==> config.mk <==
export PLATFORM = sky130hd
export DESIGN_NAME = exc_arbiter
export DESIGN_NICKNAME = d
export VERILOG_FILES = /design/src/rtl/cpu_pkg.sv /design/src/rtl/exc_prio_enc.sv /design/src/rtl/exc_arbiter.sv
export SDC_FILE = /design/constraint.sdc
export NUM_CORES = 1
export LEC_CHECK = 0
export BUFFER_PORTS_ARGS = -buffer_cell sky130_fd_sc_hd__buf_2
export CORE_UTILIZATION = 46
export DETAILED_ROUTE_END_ITERATION = 7
export GPL_ROUTABILITY_DRIVEN = 1
export HOLD_SLACK_MARGIN = 0.03
export PLACE_DENSITY = 0.81
export SETUP_SLACK_MARGIN = 0.3
export SYNTH_ARGS = -nofsm -noshare
export SYNTH_HDL_FRONTEND = slang
export SYNTH_SLANG_ARGS = --single-unit
==> constraint.sdc <==
create_clock -name clk -period 2.5 [get_ports clk]
set_input_delay 0.5 -clock clk [delete_from_list [all_inputs] [get_ports clk]]
set_output_delay 0.5 -clock clk [all_outputs]
set_load 0.03 [all_outputs]
==> src/rtl/cpu_pkg.sv <==
// Shared CPU definitions for the exception path: CP0 exception codes,
// the arbiter FSM state type, the default exception vector and the
// bit layout of the exception source vector.
package cpu_pkg;

   // Cause.ExcCode values
   localparam logic [4:0] EXC_INT  = 5'h00;
   localparam logic [4:0] EXC_ADEL = 5'h04;
   localparam logic [4:0] EXC_ADES = 5'h05;
   localparam logic [4:0] EXC_SYS  = 5'h08;
   localparam logic [4:0] EXC_BP   = 5'h09;
   localparam logic [4:0] EXC_RI   = 5'h0a;
   localparam logic [4:0] EXC_OV   = 5'h0c;

   // Arbiter FSM states
   typedef enum logic [0:0] {
      RUN   = 1'b0,
      FLUSH = 1'b1
   } exc_state_t;

   // Boot-time exception vector
   localparam logic [31:0] DEFAULT_HANDLER_PC = 32'hBFC0_0380;

   // Bit positions in the source vector handed to the priority encoder,
   // highest priority in the most significant bit.
   localparam int SRC_INT  = 6;
   localparam int SRC_ADEL = 5;
   localparam int SRC_RI   = 4;
   localparam int SRC_OV   = 3;
   localparam int SRC_SYS  = 2;
   localparam int SRC_BP   = 1;
   localparam int SRC_MEM  = 0;
   localparam int SRC_W    = 7;

   // EPC of an execute-stage instruction: a delay-slot instruction
   // restarts from its branch, one word earlier.
   function automatic logic [31:0] bd_epc(input logic [31:0] pc, input logic bd);
      return bd ? (pc - 32'd4) : pc;
   endfunction

endpackage

==> src/rtl/exc_prio_enc.sv <==
// Fixed-priority exception encoder. Picks the highest set bit of the
// source vector and reports the matching Cause.ExcCode together with
// which payload source (fetch PC or data address) the winner needs.
module exc_prio_enc
   import cpu_pkg::*;
(
   input  logic [SRC_W-1:0] src,
   input  logic             mem_store,
   output logic             hit,
   output logic [4:0]       code,
   output logic             sel_if,
   output logic             sel_mem
);

   // Priority chain, highest source first
   always_comb begin
      hit     = 1'b0;
      code    = EXC_INT;
      sel_if  = 1'b0;
      sel_mem = 1'b0;
      if (src[SRC_INT]) begin
         hit  = 1'b1;
         code = EXC_INT;
      end else if (src[SRC_ADEL]) begin
         hit    = 1'b1;
         code   = EXC_ADEL;
         sel_if = 1'b1;
      end else if (src[SRC_RI]) begin
         hit  = 1'b1;
         code = EXC_RI;
      end else if (src[SRC_OV]) begin
         hit  = 1'b1;
         code = EXC_OV;
      end else if (src[SRC_SYS]) begin
         hit  = 1'b1;
         code = EXC_SYS;
      end else if (src[SRC_BP]) begin
         hit  = 1'b1;
         code = EXC_BP;
      end else if (src[SRC_MEM]) begin
         hit     = 1'b1;
         code    = mem_store ? EXC_ADES : EXC_ADEL;
         sel_mem = 1'b1;
      end
   end

endmodule

==> src/rtl/exc_arbiter.sv <==
// Exception arbiter and redirect controller for the 3-stage core.
// Collects fault flags from fetch, execute and memory, commits one
// exception per cycle to CP0 as a registered single-cycle record, and
// drives the pipeline flush plus the PC redirect (handler, or EPC on ERET).
// Optional feature macro: EXC_INT_EN adds hw_int/int_mask and a
// synchronized, maskable hardware interrupt as the top-priority source.
module exc_arbiter
   import cpu_pkg::*;
#(
   parameter logic [31:0] HANDLER_PC   = DEFAULT_HANDLER_PC,
   parameter int          FLUSH_CYCLES = 2
) (
   input  logic        clk,
   input  logic        reset,
   input  logic        ex_valid,
   input  logic [31:0] pc_if,
   input  logic [31:0] pc_ex,
   input  logic        if_adel,
   input  logic        ri,
   input  logic        ovf,
   input  logic        syscall,
   input  logic        brk,
   input  logic        mem_err,
   input  logic        mem_store,
   input  logic [31:0] mem_addr,
   input  logic        is_branch_ex,
   input  logic        eret,
   input  logic        exl,
   input  logic [31:0] epc_in,
   output logic        exc_valid,
   output logic [4:0]  exc_code,
   output logic [31:0] exc_epc,
   output logic [31:0] exc_badvaddr,
   output logic        exc_bd,
   output logic        eret_commit,
   output logic        redirect_valid,
   output logic [31:0] redirect_pc,
   output logic        flush
`ifdef EXC_INT_EN
   ,
   input  logic [5:0]  hw_int,
   input  logic [7:0]  int_mask
`endif
);

   localparam logic [0:0] ST_RUN   = RUN;
   localparam logic [0:0] ST_FLUSH = FLUSH;
   localparam logic [2:0] FLUSH_LOAD = 3'(FLUSH_CYCLES - 1);

   logic [0:0]       state;
   logic [2:0]       flush_cnt;
   logic             bd_q;
   logic             run;
   logic             int_req;
   logic [SRC_W-1:0] src;
   logic             hit;
   logic [4:0]       code;
   logic             sel_if;
   logic             sel_mem;
   logic             eret_take;
   logic [31:0]      epc_sel;
   logic [31:0]      bva_sel;
   logic             bd_sel;

   assign run = (state == ST_RUN);

`ifdef EXC_INT_EN
   logic [5:0] int_sync1;
   logic [5:0] int_sync2;
   logic [1:0] unused_sw_mask;

   assign unused_sw_mask = int_mask[1:0];

   // Two-flop synchronizer for the asynchronous interrupt lines
   always_ff @(posedge clk) begin
      if (!reset) begin
         int_sync1 <= '0;
         int_sync2 <= '0;
      end else begin
         int_sync1 <= hw_int;
         int_sync2 <= int_sync1;
      end
   end

   // Interrupt is only taken against a real execute instruction, so it
   // stays pending through bubbles.
   assign int_req = ex_valid && (|(int_sync2 & int_mask[7:2])) && !exl;
`else
   logic unused_exl;

   assign unused_exl = exl;
   assign int_req    = 1'b0;
`endif

   // Sources are ignored while flushing: they belong to squashed instructions.
   assign src[SRC_INT]  = run & int_req;
   assign src[SRC_ADEL] = run & if_adel;
   assign src[SRC_RI]   = run & ex_valid & ri;
   assign src[SRC_OV]   = run & ex_valid & ovf;
   assign src[SRC_SYS]  = run & ex_valid & syscall;
   assign src[SRC_BP]   = run & ex_valid & brk;
   assign src[SRC_MEM]  = run & mem_err;

   exc_prio_enc u_prio (
      .src       (src),
      .mem_store (mem_store),
      .hit       (hit),
      .code      (code),
      .sel_if    (sel_if),
      .sel_mem   (sel_mem)
   );

   // A simultaneous exception wins over ERET.
   assign eret_take = run & ex_valid & eret & ~hit;

   // Payload selection for the winning exception
   always_comb begin
      epc_sel = bd_epc(pc_ex, bd_q);
      bva_sel = 32'd0;
      bd_sel  = bd_q;
      if (sel_if) begin
         epc_sel = pc_if;
         bva_sel = pc_if;
         bd_sel  = 1'b0;
      end else if (sel_mem) begin
         bva_sel = mem_addr;
      end
   end

   // Delay-slot tracking: remembers whether the previous real execute
   // instruction was a branch.
   always_ff @(posedge clk) begin
      if (!reset) begin
         bd_q <= 1'b0;
      end else if (ex_valid) begin
         bd_q <= is_branch_ex;
      end
   end

   // Registered commit record, strobes and redirect target
   always_ff @(posedge clk) begin
      if (!reset) begin
         exc_valid      <= 1'b0;
         eret_commit    <= 1'b0;
         redirect_valid <= 1'b0;
         exc_code       <= 5'd0;
         exc_epc        <= 32'd0;
         exc_badvaddr   <= 32'd0;
         exc_bd         <= 1'b0;
         redirect_pc    <= 32'd0;
      end else begin
         exc_valid      <= hit;
         eret_commit    <= eret_take;
         redirect_valid <= hit | eret_take;
         if (hit) begin
            exc_code     <= code;
            exc_epc      <= epc_sel;
            exc_badvaddr <= bva_sel;
            exc_bd       <= bd_sel;
            redirect_pc  <= HANDLER_PC;
         end else if (eret_take) begin
            redirect_pc  <= epc_in;
         end
      end
   end

   // RUN/FLUSH sequencing; the counter holds the remaining flush cycles minus one
   always_ff @(posedge clk) begin
      if (!reset) begin
         state     <= ST_RUN;
         flush_cnt <= 3'd0;
      end else begin
         case (state)
            ST_RUN: begin
               if (hit || eret_take) begin
                  state     <= ST_FLUSH;
                  flush_cnt <= FLUSH_LOAD;
               end
            end
            default: begin
               if (flush_cnt == 3'd0) begin
                  state <= ST_RUN;
               end else begin
                  flush_cnt <= flush_cnt - 3'd1;
               end
            end
         endcase
      end
   end

   assign flush = (state == ST_FLUSH);

endmodule

# After elaboration in Yosys (flattened, before gate mapping)
# Index checks and enable logic that the tools add are counted.
op_classes:
  add_sub_neg: 2
  n_mul: 0
  div_mod_pow: 0
  order_cmp: 0
  eq_ne: 1
  n_shift: 0
  mux: 32
  n_bitwise: 13
  n_reduce_logical: 6
op_table:
  columns: ["operator", "count"]
  rows:
  - ["$mux W32", 6]
  - ["$sub A32 B3 Y32 const B", 1]
  - ["$mux W5", 6]
  - ["$mux W1", 17]
  - ["$and A1 B1 Y1", 9]
  - ["$mux W3", 3]
  - ["$reduce_bool A2 Y1", 2]
  - ["$logic_not A3 Y1", 1]
  - ["$not A1 Y1", 3]
  - ["$sub A3 B1 Y3 const B", 1]
  - ["$ne A2 B2 Y1 const B", 1]
  - ["$reduce_and A2 Y1", 1]
  - ["$reduce_or A2 Y1", 1]
  - ["$logic_or A1 B1 Y1", 1]
  - ["$or A1 B1 Y1", 1]
totals:
  register_bits: 110
  latch_bits: 0
  mem_bits_rw: 0
  mem_bits_ro: 0
  in_bits: 141
  memories: 0

# Logic depth before layout (Yosys ltp)
logic_depth:
  depth_word: 13
  depth_mapped: 8

# Hierarchy
# From an unflattened synthesis, not the netlist that was laid out.
unflattened:
  cells_unflattened: 648
  area_unflattened_um2: 5151.2
by_module_without_submodules:
  columns: ["mod", "instances", "cells_per_inst", "area_each_um2"]
  rows:
  - ["exc_arbiter", 1, 632, 5047.3]
  - ["exc_prio_enc", 1, 16, 103.8]

# Worst setup path before layout
# OpenSTA, ideal clock, no wires.
synth_timing:
  path_type: "input to register"
  from: "input pc_ex[8]"
  to: "register exc_epc[21]"
  setup_ns: 0.127
  arrival_ns: 1.857
  path_slack_ns: 0.516
  path_stages: 5
  cell_sequence: "or4_4 nor4_4 nand4b_1 xor2_1 o22ai_2"
synth_between:
  elab_chain_cells: 3
synth_rtl:
  columns: ["item", "line_no", "text"]
  rows:
  - ["start: declaration", "exc_arbiter.sv:17", "input logic [31:0] pc_ex,"]
  - ["$sub A32 B3 Y32", "cpu_pkg.sv:38", "return bd ? (pc - 32'd4) : pc;"]
  - ["$mux W32", "cpu_pkg.sv:38", null]
  - ["$mux W32", "exc_arbiter.sv:121", "if (sel_if) begin"]
  - ["end signal: assignment", "exc_arbiter.sv:157", "exc_epc <= epc_sel;"]
  - ["end: declaration", "exc_arbiter.sv:32", "output logic [31:0] exc_epc,"]
# No other way between the ends.
# A chain may end at the register's enable or synchronous reset.

# Worst setup path after layout
layout_timing:
  from: "register bd_q"
  to: "register exc_epc[21]"
layout_between:
  elab_chain_cells: 2
layout_rtl:
  columns: ["item", "line_no", "text"]
  rows:
  - ["start: declaration", "exc_arbiter.sv:52", "logic bd_q;"]
  - ["start signal: assignment", "exc_arbiter.sv:136", "bd_q <= is_branch_ex;"]
  - ["$mux W32", "cpu_pkg.sv:38", null]
  - ["$mux W32", "exc_arbiter.sv:121", null]
# No other way between the ends.

==> impl_summary.md <==
Clock network
The clock tree from TritonCTS is yes. The clock transition at the registers of the reported paths is around 100 ps. The number of clock sinks is ~110. The clock tree synthesis step divided the H-tree into 3 levels.

Buffers inserted to repair hold after CTS numbered 0. The clock network latency to the later pin of the worst-skew pair is roughly 370 ps. The number of buffers created by CTS is 9. The clock root buffer is clkbuf_8. The longest clock path from root to sink contains 2 buffers. After clock tree synthesis, the setup repair step added 0 buffers. Post-CTS repair changed the size of 0 cells.

Power and ir drop
Dividing total power by cell area gives a power density of about 680 mW/mm2. The standby leakage power is approximately 2.9 nW. The worst-case IR drop observed on VDD is 0.000332 V.

Worst setup path
The number of cells on the worst reg-to-reg path is 5. Traced cell by cell, the critical path runs through or4b_1, nor4_4, nand4b_1, xor2_1, o22ai_2. The kind of end point of the critical path is a flop. Data on the critical path arrives at its endpoint at 2280 ps. The timing startpoint of the critical path is bd_q$_SDFFE_PN0P_.

For flop-to-flop paths, the worst setup slack is ~490 ps. The slowest stage of the critical path is the or4b_1 cell. The worst flop-to-flop path startpoint is bd_q$_SDFFE_PN0P_. The worst setup path is launched from a flop. The endpoint identified for the worst register-to-register timing path is exc_epc[21]$_SDFFE_PN0P_. The worst setup path category is reg2reg. The number of logic stages on the critical path including buffering is 5. The capturing element of the worst setup path is exc_epc[21]$_SDFFE_PN0P_. Grouping stages by cell kind, the critical path spends the most delay in simple AND/OR/NAND/NOR gates. Along the worst path, the maximum fanout reaches 7. For this run, the slowest stage of the critical path takes about 660 ps. At the worst endpoint, the required time is 2760 ps. The number of buffer and inverter instances along the worst setup path is 0.

Yosys
In the synthesized netlist the dominant register cell turns out to be dfxtp_1. After technology mapping, the gate count stands at ~580. Synthesis inferred ~110 register bits. After synthesis, the mean cell area works out to 8.38 um2. After synthesis, the netlist uses 51 different library cells. The number of nets in the synthesized netlist is approximately 730. The number of flops mapped to enable cells by yosys is 0.

The async set or reset register ratio after synthesis is 0. For this run, the register share of the synthesized area comes to 0.446. In this run the cell area of the synthesized design comes to between 0.004 and 0.005 mm2. Yosys printed 0 warnings.

Routing
For this run, design rule violations remaining after detail routing come to 0. In this run the remaining antenna-violating nets after routing total 0. The routed via count is 5,260. The via count normalized by instance count is about 5.6. The pre-antenna-repair detailed-routing pass consisted of 8 iterations. After detailed routing, the average wire length per cell comes to around 16 um.

The starting DRC count in detailed routing is between 400 and 500. For this block, the routed nets add up to 15,200 um of wire.

Timing
Setup repair after global routing left no endpoint under its margin. Clock skew on the completed layout was measured at 9.90 ps. The headroom to the max-slew limit is 0.505.

Summed over all failing endpoints, the final setup total negative slack is 0 ps. Setup violations remaining at the end of the flow were counted as 0. The final hold violation count is 0. The max-slew violation count is 0. The routed design could run at a clock period as short as approximately 2000 ps. Based on the critical path, the design can be clocked at up to about 0.5 GHz. In the finished design, the share of the clock period the worst path needs comes to 0.805.

The transition at the pin with the smallest max-transition slack is 736 ps.

Cells and area
The most frequent standard cell in the layout excluding fill and tap cells is buf_2. The number of nets in the final layout is 946. The area growth from synthesis to layout is 30.9%.

The fill cell total of the finished layout is just over 900. In the layout the commonest cells are 244 x buf_2, 109 x dfxtp_1, 85 x nand2_1. The number of antenna diodes in the final layout is 0.

The multi-input combinational cells in the finished layout cover a total of around 0.0024 mm2. The sequential cells in the finished layout cover a total of approximately 0.0022 mm2. The core utilization of the finished layout is 0.620. The share of cells above drive strength 1 is 0.351.

Floorplanning
~250 I/O pins were placed. The die is between 100 and 150 um wide. The die height is about 110 um. The die covers 0.0111 mm2. The starting density of the core is 0.474. The cell row count is 37. The core footprint is 0.0103 mm2.

Flow run
The number of max-cap violations is 0.

Global route
The number of global-route vias before repair is 4,762. In the global route stage, overall resource usage came out at 0.265. The wire length of the first global-routing pass is ~24,000 um. The total congestion overflow is 0. The number of antenna violations at the first check in global routing is 0. The maximum number of pins on one net before global-route repair is 57.

Outcome
The run finished with clean final reports.

Place
The wire-length estimate of the detail-placed layout is around 11,000 um. Port buffering added 244 buffers. The congestion estimate from routability-driven global placement came to around 0.87.

Hold path
The path category of the worst min-delay check is in2reg.
-- per-stage QoR --
| step | cell area, um2 | std cells | total power [mW] | hold slack (ps) | setup slack [ps] |
|---|---|---|---|---|---|
| after floorplan | 4890 | 584 | 2.74 | 485 | 516 |
| after global routing | 6400 | 943 | 4.52 | 336 | 355 |
| after detailed placement | 6160 | 927 | 3.14 | 446 | 148 |
| final | 6400 | 943 | 4.33 | 353 | 488 |
| after CTS | 6390 | 943 | 4.35 | 340 | 481 |
| after global placement | 6160 | 927 | 3.11 | 439 | 209 |
-- flip-flops by register name, indices dropped and copies added (netlist names) --
name            flops
redirect_pc        32
flush_cnt           3
bd_q                1
exc_badvaddr       32
redirect_valid      1
exc_valid           1
exc_bd              1
exc_code            4
eret_commit         1
flush               1
exc_epc            32
-- worst min-delay path by stage --
| stage | start | endpoint | slack (ps) | cells past startpoint |
|---|---|---|---|---|
| 3_3_place_gp | redirect_pc[20]$_SDFFE_PP0N_ | redirect_pc[20]$_SDFFE_PP0N_ | 440 | 2 |
| 4_1_cts | epc_in[13] | redirect_pc[13]$_SDFFE_PP0N_ | 340 | 3 |
| 5_1_grt | epc_in[13] | redirect_pc[13]$_SDFFE_PP0N_ | 340 | 3 |
| 2_1_floorplan | flush_cnt[1]$_SDFFE_PN0P_ | flush_cnt[1]$_SDFFE_PN0P_ | 480 | 2 |
| 6_report | epc_in[0] | redirect_pc[0]$_SDFFE_PP0N_ | 350 | 3 |
| 3_5_place_dp | redirect_pc[16]$_SDFFE_PP0N_ | redirect_pc[16]$_SDFFE_PP0N_ | 450 | 2 |
-- routing by layer --
metal | wire [um] | vias to the layer above | track usage
li1 | - | 2532 | -
met1 | 6560 | 2473 | 0.343
met2 | 7380 | 235 | 0.442
met3 | 991 | 20 | 0.0543
met4 | 242 | 0 | 0.0835
met5 | 0 | - | 0
-- cells by family (layout without fill, tap and decap cells) --
logic type                 after synthesis  after routing  synth area share
and+or+nand+nor                        210            210             0.198
muxes                                    2              2           0.00409
other                                    1              1          0.000766
AOI/OAI and AO/OA                      170            170             0.229
xor gates and xnor gates                30             30            0.0537
DFF                                    109            109             0.446
buffers and inverters                   59            282            0.0606
adders and majority gates                3              3           0.00767
-- area by class of cell --
cell class	instances	share of cell area
clock buffer	11	0.0236
clock inverter	5	0.0127
inverter	9	0.00528
multi-input combinational	416	0.381
sequential	109	0.341
tap	136	0.0266
timing repair buffer	257	0.210
-- power by group --
part,switching [mW],internal (mW)
sequential,0.0736,1.89
combinational,0.768,0.382
clock,0.596,0.621
-- tightest hold or removal path: stages --
cell     delay (ps)
buf_2            90
nand2_1          40
a21oi_1          50
-- synth_stat cells, types with 4 or more instances --
library cell,instances,share of area
a211oi_1,4,0.0061
o22ai_1,18,0.023
clkbuf_8,5,0.014
a22oi_1,20,0.031
nor2_1,61,0.047
xnor2_1,9,0.016
inv_1,9,0.0069
nand2_1,85,0.065
clkbuf_1,32,0.025
a31oi_1,16,0.020
buf_2,5,0.0051
nand3_1,17,0.017
nor3_1,11,0.011
o21ai_0,37,0.038
xor2_1,21,0.038
nor2b_1,4,0.0051
a221oi_1,31,0.055
dfxtp_1,109,0.45
a21oi_1,28,0.029
o211ai_1,4,0.0061
buf_1,4,0.0031
nor4_1,7,0.0089
(Power assumes the default switching activity.)
